`src/rtl/bit_serializer_pkg.sv`:
```
// Shared types and constants for bit_serializer.
// The optional parity tracker is enabled by BIT_SERIALIZER_PARITY_TRACK_EN.
package bit_serializer_pkg;

    typedef enum logic {
        IDLE  = 1'b0,
        SHIFT = 1'b1
    } state_t;

    // A freshly reset parity flag means "even count" (zero occurrences so far).
    localparam logic EVEN_ZERO_RST = 1'b1;
    localparam logic EVEN_ONE_RST  = 1'b1;

    function automatic int cnt_width(input int width);
        return $clog2(width);
    endfunction

endpackage

```
`src/rtl/ser_parity_track.sv`:
```
// Tracks ones/zeros parity of the word being serialized and latches it on the last bit.
// Only built when BIT_SERIALIZER_PARITY_TRACK_EN is defined.
`ifdef BIT_SERIALIZER_PARITY_TRACK_EN
module ser_parity_track
    import bit_serializer_pkg::*;
(
    input  logic clk,
    input  logic rst,
    input  logic clear,
    input  logic fire,
    input  logic ser_bit,
    input  logic last,
    output logic word_even_zero,
    output logic word_even_one
);

    logic ones_even_reg;
    logic zeros_even_reg;
    logic ones_even_next;
    logic zeros_even_next;

    // Parity including the bit being consumed this cycle.
    assign ones_even_next  = ones_even_reg ^ ser_bit;
    assign zeros_even_next = zeros_even_reg ^ ~ser_bit;

    always_ff @(posedge clk or negedge rst) begin
        if (!rst) begin
            ones_even_reg  <= EVEN_ONE_RST;
            zeros_even_reg <= EVEN_ZERO_RST;
            word_even_one  <= EVEN_ONE_RST;
            word_even_zero <= EVEN_ZERO_RST;
        end else begin
            // A back-to-back reload coincides with the previous word's last fire;
            // the new word starts clean while the flags take the finished word.
            if (clear) begin
                ones_even_reg  <= 1'b1;
                zeros_even_reg <= 1'b1;
            end else if (fire) begin
                ones_even_reg  <= ones_even_next;
                zeros_even_reg <= zeros_even_next;
            end
            if (fire && last) begin
                word_even_one  <= ones_even_next;
                word_even_zero <= zeros_even_next;
            end
        end
    end

endmodule
`endif

```
`src/rtl/bit_serializer.sv`:
```
// Parallel-to-serial converter with valid/ready load, stall and last-bit framing.
// Define BIT_SERIALIZER_PARITY_TRACK_EN to add the word_even_zero/word_even_one outputs.
module bit_serializer
    import bit_serializer_pkg::*;
#(
    parameter int WIDTH     = 8,
    parameter int MSB_FIRST = 1
) (
    input  logic             clk,
    input  logic             rst,
    input  logic             load_valid,
    output logic             load_ready,
    input  logic [WIDTH-1:0] load_data,
    input  logic             shift_en,
    output logic             bit_out,
    output logic             bit_valid,
    output logic             bit_last,
`ifdef BIT_SERIALIZER_PARITY_TRACK_EN
    output logic             word_even_zero,
    output logic             word_even_one,
`endif
    output logic             busy
);

    localparam int CNT_W = cnt_width(WIDTH);
    localparam logic [CNT_W-1:0] CNT_FIRST = CNT_W'(WIDTH - 1);

    state_t            state_reg, state_next;
    logic [WIDTH-1:0]  shreg_reg, shreg_next;
    logic [CNT_W-1:0]  cnt_reg, cnt_next;
    logic [WIDTH-1:0]  shreg_shifted;
    logic              head_bit;
    logic              cnt_zero;
    logic              in_shift;
    logic              handshake;
    logic              fire;

    generate
        if (MSB_FIRST != 0) begin : g_msb
            assign head_bit      = shreg_reg[WIDTH-1];
            assign shreg_shifted = {shreg_reg[WIDTH-2:0], 1'b0};
        end else begin : g_lsb
            assign head_bit      = shreg_reg[0];
            assign shreg_shifted = {1'b0, shreg_reg[WIDTH-1:1]};
        end
    endgenerate

    assign in_shift   = (state_reg == SHIFT);
    assign cnt_zero   = (cnt_reg == '0);
    assign fire       = in_shift && shift_en;
    assign load_ready = !in_shift || (cnt_zero && shift_en);
    assign handshake  = load_valid && load_ready;

    always_comb begin
        state_next = state_reg;
        shreg_next = shreg_reg;
        cnt_next   = cnt_reg;
        case (state_reg)
            IDLE: begin
                if (handshake) begin
                    shreg_next = load_data;
                    cnt_next   = CNT_FIRST;
                    state_next = SHIFT;
                end
            end
            SHIFT: begin
                if (shift_en) begin
                    if (!cnt_zero) begin
                        shreg_next = shreg_shifted;
                        cnt_next   = cnt_reg - CNT_W'(1);
                    end else if (handshake) begin
                        shreg_next = load_data;
                        cnt_next   = CNT_FIRST;
                    end else begin
                        state_next = IDLE;
                    end
                end
            end
            default: state_next = IDLE;
        endcase
    end

    always_ff @(posedge clk or negedge rst) begin
        if (!rst) begin
            state_reg <= IDLE;
            shreg_reg <= '0;
            cnt_reg   <= '0;
        end else begin
            state_reg <= state_next;
            shreg_reg <= shreg_next;
            cnt_reg   <= cnt_next;
        end
    end

    // Gated by state so the line idles low even though the register keeps its last bit.
    assign bit_out   = in_shift && head_bit;
    assign bit_valid = in_shift;
    assign bit_last  = in_shift && cnt_zero;
    assign busy      = in_shift;

`ifdef BIT_SERIALIZER_PARITY_TRACK_EN
    ser_parity_track u_parity (
        .clk            (clk),
        .rst            (rst),
        .clear          (handshake),
        .fire           (fire),
        .ser_bit        (head_bit),
        .last           (cnt_zero),
        .word_even_zero (word_even_zero),
        .word_even_one  (word_even_one)
    );
`endif

endmodule

```
`config.mk`:
```
export PLATFORM = sky130hd
export DESIGN_NAME = bit_serializer
export DESIGN_NICKNAME = d
export VERILOG_FILES = /design/src/rtl/bit_serializer_pkg.sv /design/src/rtl/ser_parity_track.sv /design/src/rtl/bit_serializer.sv
export SDC_FILE = /design/constraint.sdc
export NUM_CORES = 1
export LEC_CHECK = 0
export CAP_MARGIN = 20
export CORE_UTILIZATION = 41
export CTS_CLUSTER_DIAMETER = 40
export DETAILED_ROUTE_END_ITERATION = 16
export GPL_ROUTABILITY_DRIVEN = 0
export PLACE_DENSITY = 0.8
export SYNTH_ARGS = -nofsm -noshare
export SYNTH_HDL_FRONTEND = slang
export SYNTH_SLANG_ARGS = --single-unit
export TNS_END_PERCENT = 1
```
`constraint.sdc`:
```
create_clock -name clk -period 1.4 [get_ports clk]
set_input_delay 0.14 -clock clk [delete_from_list [all_inputs] [get_ports clk]]
set_output_delay 0.14 -clock clk [all_outputs]
set_load 0.01 [all_outputs]
```
# == Word-level counts from Yosys, hierarchy flattened ==
# Index checks and enable logic that the tools add are counted.
# word_totals
regBits,12
input_bits,12
# classes
add_sub_neg,1
bitwise,1
reduce_logical,7
n_mux,12
n_eq_ne,1
# op_table
cell,count
two-way mux 8 bit,3
case mux 8 bit (2 select lines),1
two-way mux 3 bit,3
case mux 3 bit (2 select lines),1
logical AND 1 bit,4
logical NOT 3 bit,1
two-way mux 1 bit,3
"subtractor 3 x 1 -> 3 bit, second input constant",1
"inequality test 2 bit, second input constant",1
case mux 1 bit (2 select lines),1
logical NOT 1 bit,1
logical OR 1 bit,1
NOT 1 bit,1

# == Longest topological paths before layout ==
# Gate-level depths: netlist (run 1).
# depth
ltp_word,8
depth_mapped,6

# == Least setup slack after synthesis (run 1) ==
# Ideal clock, no wire load.
# synth_path
path_type,register to register
from,"register state_reg, in the netlist bit_valid"
to,register shreg_reg[1]
stages_incl_launch_ff,6
period_less_slack_ns,1.398
setup_time_ns,0.123
setup_slack_ns,0.002
arrival_time_ns,1.275
path_buffers,2
cell_sequence,dfrtp_1 -> buf_6 -> mux2_4 -> o21a_1 -> buf_6 -> o221a_1
# synth_via
elab_chain_cells,7
word_cells_on_any_way,9
# synth_rtl
item,line_no,text
from (decl),bit_serializer.sv:28,"state_t state_reg, state_next;"
from (signal assigned),bit_serializer.sv:89,state_reg <= state_next;
logical NOT 1 bit,bit_serializer.sv:51,assign load_ready = !in_shift || (cnt_zero && shift_en);
logical OR 1 bit,bit_serializer.sv:51,
logical AND 1 bit,bit_serializer.sv:52,assign handshake = load_valid && load_ready;
two-way mux 8 bit (3 in series),-,
case mux 8 bit (2 select lines),bit_serializer.sv:58,case (state_reg)
to (signal assigned),bit_serializer.sv:90,shreg_reg <= shreg_next;
to (decl),bit_serializer.sv:29,"logic [WIDTH-1:0] shreg_reg, shreg_next;"
# Several ways; a longest one is shown, not always the timed one. The select of a mux whose other input is x is not followed.
# A chain may end at the register's enable or synchronous reset.

# == Final worst setup path (run 1) ==
# layout_path
from,register cnt_reg[1]
to,register shreg_reg[2]
# layout_via
elab_chain_cells,8
# layout_rtl
item,line_no,text
from (decl),bit_serializer.sv:30,"logic [CNT_W-1:0] cnt_reg, cnt_next;"
from (signal assigned),bit_serializer.sv:91,cnt_reg <= cnt_next;
logical NOT 3 bit *,bit_serializer.sv:49,assign cnt_zero = (cnt_reg == '0);
logical AND 1 bit,bit_serializer.sv:51,
logical OR 1 bit,bit_serializer.sv:51,
logical AND 1 bit,bit_serializer.sv:52,
two-way mux 8 bit,-,
two-way mux 8 bit,bit_serializer.sv:68,if (!cnt_zero) begin
two-way mux 8 bit,bit_serializer.sv:67,if (shift_en) begin
case mux 8 bit (2 select lines) *,bit_serializer.sv:58,
# Every way passes the cells marked *; elsewhere a longest branch is shown, timed or not. The select of a mux whose other input is x is not followed.

==> results.sh, run 1 <==
export IMPL_placed_cells=101
export IMPL_synth_top_area_cell="dfrtp_1"
export IMPL_clock_fmax_mhz=695
export IMPL_r2r_start="cnt_reg[1]"
export IMPL_crit_required_ns=1.61
export IMPL_tritoncts="done"
export IMPL_setup_slack_ns=-0.0391
export IMPL_fillers=119
export IMPL_syn_nets=75
export IMPL_synth_edf_count=0
export IMPL_p_clk_frac=0.160
export IMPL_drv_cap=0
export IMPL_first_iter_violations=2
export IMPL_antenna_found_initial=0
export IMPL_ys_types=23
export IMPL_cts_root_buffer="clkbuf_4"
export IMPL_grt_setup_unrepaired="true"
export IMPL_final_setup_viol_count=8
export IMPL_path_clk_slew_ns=0.08
export IMPL_grt_pass1_wl_um=2660
export IMPL_cp_end_kind="flip-flop"
export IMPL_die_x_um=42.2
export IMPL_ys_seq_elements=12
export IMPL_hold_viol=0
export IMPL_async_reset_ff_frac=1.00
export IMPL_antennaDiodeCount=0
export IMPL_crit_fanout=7
export IMPL_post_route_cells_drive_above_1_share=0.359
export IMPL_io_buffers=16
export IMPL_dieHeight_um=42.2
export IMPL_syn_inst=61
export IMPL_first_pass_iters=3
export IMPL_clock_sinks=12
export IMPL_power_frac_comb=0.507
export IMPL_avgViaCountPerCell=5.50
export IMPL_violations="negative setup slack"
export IMPL_fin_crit_ns=1.44
export IMPL_regArea_um2=302
export IMPL_grt_overflow=0
export IMPL_seqPwrFrac=0.333
export IMPL_fin_cells=108
export IMPL_io_pins=17
export IMPL_drt_wl_total_um=1590
export IMPL_drc=0
export IMPL_multi_input_area_um2=354
export IMPL_slew_viol_final=0
export IMPL_worst_pin_slew_ns=0.242
export IMPL_row_count=14
export IMPL_core_area_mm2=0.00151
export IMPL_die_area_mm2=0.00178
export IMPL_insertion_delay_ns=0.27
export IMPL_status="finished with violations"
export IMPL_netlist_area_leader_share=0.454
export IMPL_arrival_ns=1.65
export IMPL_synth_most_common_cell="dfrtp_1"
export IMPL_start_util=0.439
export IMPL_ant_nets=0
export IMPL_final_setup_tns_ns=-0.230
export IMPL_synthTopCellsByCount="dfrtp_1, nand3b_1, o221a_1"
export IMPL_clockBufferDepth=2
export IMPL_track_usage=0.200
export IMPL_wl_per_cell_um=14.7
export IMPL_finalPower_mw=1.72
export IMPL_layout_nets=107
export IMPL_post_route_period_util=1.03
export IMPL_seq_area_frac_synth=0.454
export IMPL_detailed_place_hpwl_um=1150
export IMPL_r2r_end="shreg_reg[2]"
export IMPL_largest_reg_flops=8
export IMPL_cts_max_level=1
export IMPL_syn_area_per_cell_um2=10.9
export IMPL_dr_total_vias=594
export IMPL_leakagePower_nw=0.438
export IMPL_numCtsBuffers=3
export IMPL_r2r_slack_ns=-0.04
export IMPL_area_growth_pct=52.4
export IMPL_yosysWarnings=0
export IMPL_hp_class="in -> async"
export IMPL_grt_pass1_vias=653
export IMPL_r2r_cells=6
export IMPL_critical_path_class="reg -> reg"
export IMPL_netSwitchingFraction=0.324
export IMPL_p_int_mw=1.16
export IMPL_synth_area_leaders="dfrtp_1, o221a_1, nand3b_1, ha_1, buf_6"
export IMPL_vdd_drop_max_uv=991
export IMPL_switchingPower_uw=555
export IMPL_crit_path_start_kind="flip-flop"
export IMPL_utilization=0.669
export IMPL_powerDensity_mw_per_mm2=1700
export IMPL_skew_ns=0.00669
export IMPL_syn_area_um2=662
export IMPL_relSlewSlack=0.838
export IMPL_grt_max_degree=13
export IMPL_synthFlopType="dfrtp_1"
worst max-delay path, cell delays in order, from the launching register on:
cell	delay [ns]
dfrtp_1	0.37
inv_2	0.06
ha_4	0.16
buf_4	0.13
and3b_1	0.21
o21ai_4	0.22
o221a_1	0.22
final cells by class:
type                    instances  share of cell area
well taps                      16              0.0199
multi-input cells              40               0.351
flip-flops and latches         12               0.299
repair buffers                 32               0.279
inverters                       4              0.0149
clock buffers                   4              0.0360
worst max path at each step:
stage,endpoint,startpoint,cells past startpoint
after floorplan,shreg_reg[1],bit_valid,5
after global placement,load_ready,cnt_reg[1],5
after CTS,bit_last,cnt_reg[1],6
final,shreg_reg[2],cnt_reg[1],6
after detailed placement,shreg_reg[4],cnt_reg[1],6
after global routing,shreg_reg[4],cnt_reg[1],6
timing repair:
item,4_1_cts,5_1_grt
hold buffers,0,0
gates resized for setup,22,1
pin swaps,1,1
setup endpoints to repair,14,12
buffers inserted,3,0
logic make-up (layout without fill, tap and decap cells):
| family | Yosys count | count (layout) | synth area share |
|---|---|---|---|
| muxes | 1 | 1 | 0.0227 |
| buffers and inverters | 9 | 40 | 0.0794 |
| DFF | 12 | 12 | 0.454 |
| AOI/OAI and AO/OA | 19 | 19 | 0.234 |
| and+or+nand+nor | 18 | 18 | 0.172 |
| adders and majority gates | 2 | 2 | 0.0378 |
metrics by stage:
step                      cell area (um2)  setup WS, ns  hold WS, ns
after global routing                 1010        -0.120        0.199
after floorplan                       662       0.00217       -0.156
after CTS                            1000       -0.0538        0.173
after detailed placement              915        -0.266        0.472
final                                1010       -0.0391        0.174
after global placement                915        -0.224        0.458
placed cells by master, fill, tap and decap left out, drive strengths merged, types with 4 or more instances in the layout:
cell / count
clkbuf: 4
nand3b: 7
o21ai: 4
o221a: 7
buf: 18
clkdlybuf4s50: 13
dfrtp: 12
inv: 4
metal layers:
layer,vias up,part of all wire,track usage
li1,288,-,-
met1,282,0.38,0.206
met2,18,0.53,0.360
met3,6,0.054,0.0647
met4,0,0.034,0.0938
met5,-,0,0
power by group through the flow:
stage / sequential, mW / clock, mW / combinational [mW]
6_report: 0.572 / 0.274 / 0.870
5_1_grt: 0.586 / 0.292 / 0.958
4_1_cts: 0.571 / 0.281 / 0.870
3_5_place_dp: 0.574 / 0 / 0.778
3_3_place_gp: 0.569 / 0 / 0.735
2_1_floorplan: 0.549 / 0 / 0.453
(Power assumes the default switching activity.)
==> run 2: changes to the inputs <==
CTS_CLUSTER_SIZE = 30   (was default)
==> results of run 2 <==
Final layout, timing and power as in run 1 (identical DEF).
==> run 3: changes to the inputs <==
CORE_MARGIN = 4   (was default)
==> results.sh, run 3 (same netlist as run 1, synthesis figures left out) <==
export IMPL_grt_setup_unrepaired="true"
export IMPL_cts_max_level=1
export IMPL_grt_util_met1=0.159
export IMPL_clockBufferDepth=2
export IMPL_grt_max_degree=13
export IMPL_relSlewSlack=0.843
export IMPL_antennaDiodeCount=0
export IMPL_crit_path_start_kind="flip-flop"
export IMPL_setup_slack_ns=-0.00385
export IMPL_skew_ns=0.0112
export IMPL_drv_cap=0
export IMPL_final_setup_viol_count=1
export IMPL_post_route_cells_drive_above_1_share=0.362
export IMPL_core_area_mm2=0.00152
export IMPL_post_place_ws_ns=-0.257
export IMPL_grt_pass1_vias=514
export IMPL_numCtsBuffers=3
export IMPL_status="finished with violations"
export IMPL_layout_nets=110
export IMPL_layout_common_cells="buf_4, dfrtp_1, clkdlybuf4s50_1, nand3b_1, o221a_1"
export IMPL_grt_pass1_wl_um=2240
export IMPL_fin_cells=110
export IMPL_r2r_slack_ns=0.02
export IMPL_avgViaCountPerCell=5.39
export IMPL_dieHeight_um=48.2
export IMPL_drc=0
export IMPL_layout_commonest_cell="buf_4"
export IMPL_tritoncts="done"
export IMPL_critical_path_class="reg -> out"
export IMPL_violations="negative setup slack"
export IMPL_first_iter_violations=9
export IMPL_start_util=0.434
export IMPL_cp_end_kind="output pin"
export IMPL_path_clk_slew_ns=0.08
export IMPL_worst_pin_slew_ns=0.234
export IMPL_dr_total_vias=593
export IMPL_hp_class="in -> async"
export IMPL_post_route_period_util=1.00
export IMPL_slew_viol_final=0
export IMPL_track_usage=0.145
export IMPL_io_pins=17
export IMPL_crit_fanout=4
export IMPL_die_area_mm2=0.00232
export IMPL_area_growth_pct=55.4
export IMPL_use_met2=0.247
export IMPL_ant_nets=0
export IMPL_powerDensity_mw_per_mm2=1650
export IMPL_largest_reg_flops=8
export IMPL_detailed_place_hpwl_um=1080
export IMPL_grt_overflow=0
export IMPL_leakagePower_nw=0.450
export IMPL_grtUsageMet3=0.0554
export IMPL_crit_required_ns=1.26
export IMPL_antenna_found_initial=0
export IMPL_arrival_ns=1.26
export IMPL_row_count=14
export IMPL_grt_busiest_layer="met2"
export IMPL_fin_crit_ns=1.40
export IMPL_drt_wl_total_um=1620
export IMPL_insertion_delay_ns=0.28
export IMPL_hold_viol=0
export IMPL_io_buffers=16
export IMPL_cts_root_buffer="clkbuf_4"
export IMPL_first_pass_iters=4
export IMPL_vdd_drop_max_uv=890
export IMPL_placed_cells=102
export IMPL_clock_fmax_mhz=712
export IMPL_die_x_um=48.2
export IMPL_finalPower_mw=1.70
export IMPL_wl_per_cell_um=14.7
export IMPL_clock_sinks=12
==> run 3: repair_timing <==
item | CTS | global route
pin swaps | 1 | 7
endpoints found under the hold margin | 0 | 0
resized for setup | 20 | 8
endpoints found under the setup margin | 14 | 13
gates cloned | 0 | 0
setup buffers | 2 | 3
hold buffers | 0 | 0
==> run 3: area by class of cell <==
type	count	area [um2]
fillers	124	495
multi-input cells	40	359
repair buffers	35	310
flip-flops and latches	12	302
clock buffers	3	22.5
well taps	16	20.0
inverters	4	15.0
==> run 3: report_power, final <==
group | internal (mW) | total [mW] | switching [mW]
registers | 0.492 | 0.571 | 0.0791
clock network | 0.0998 | 0.216 | 0.117
logic | 0.545 | 0.909 | 0.365
==> run 3: path summary, 6_finish.rpt <==
kind,startpoint,to,cells after the start
max reg2reg,cnt_reg[1],shreg_reg[2],6
max in group asynchronous,rst,shreg_reg[3],2
min in group clk,load_data[0],shreg_reg[0],3
min reg2reg,shreg_reg[1],shreg_reg[1],1
max,cnt_reg[1],bit_last,6
min,rst,cnt_reg[2],2
==> run 3: worst max-delay path: stages (launching register included) <==
cell and delay [ns]:
dfrtp_1 0.39, inv_2 0.08, ha_4 0.15, nand2b_4 0.06, buf_6 0.13, nor2_4 0.07
buf_6 0.10
==> run 3: per-layer routing <==
| metal | vias up | wire [um] |
|---|---|---|
| met5 | - | 0 |
| met4 | 0 | 26 |
| met3 | 5 | 99 |
| met2 | 13 | 823 |
| met1 | 284 | 667 |
| li1 | 291 | - |
==> run 3: stage by stage <==
stage	TNS (ns)	hold slack (ns)	utilization	cell area, um2
2_1_floorplan	0	-0.156	-	662
3_5_place_dp	-2.40	0.463	0.597	910
5_1_grt	-0.284	0.171	0.675	1030
6_report	-0.00385	0.157	0.675	1030
4_1_cts	-0.211	0.164	0.636	970
3_3_place_gp	-2.49	0.461	0.597	910
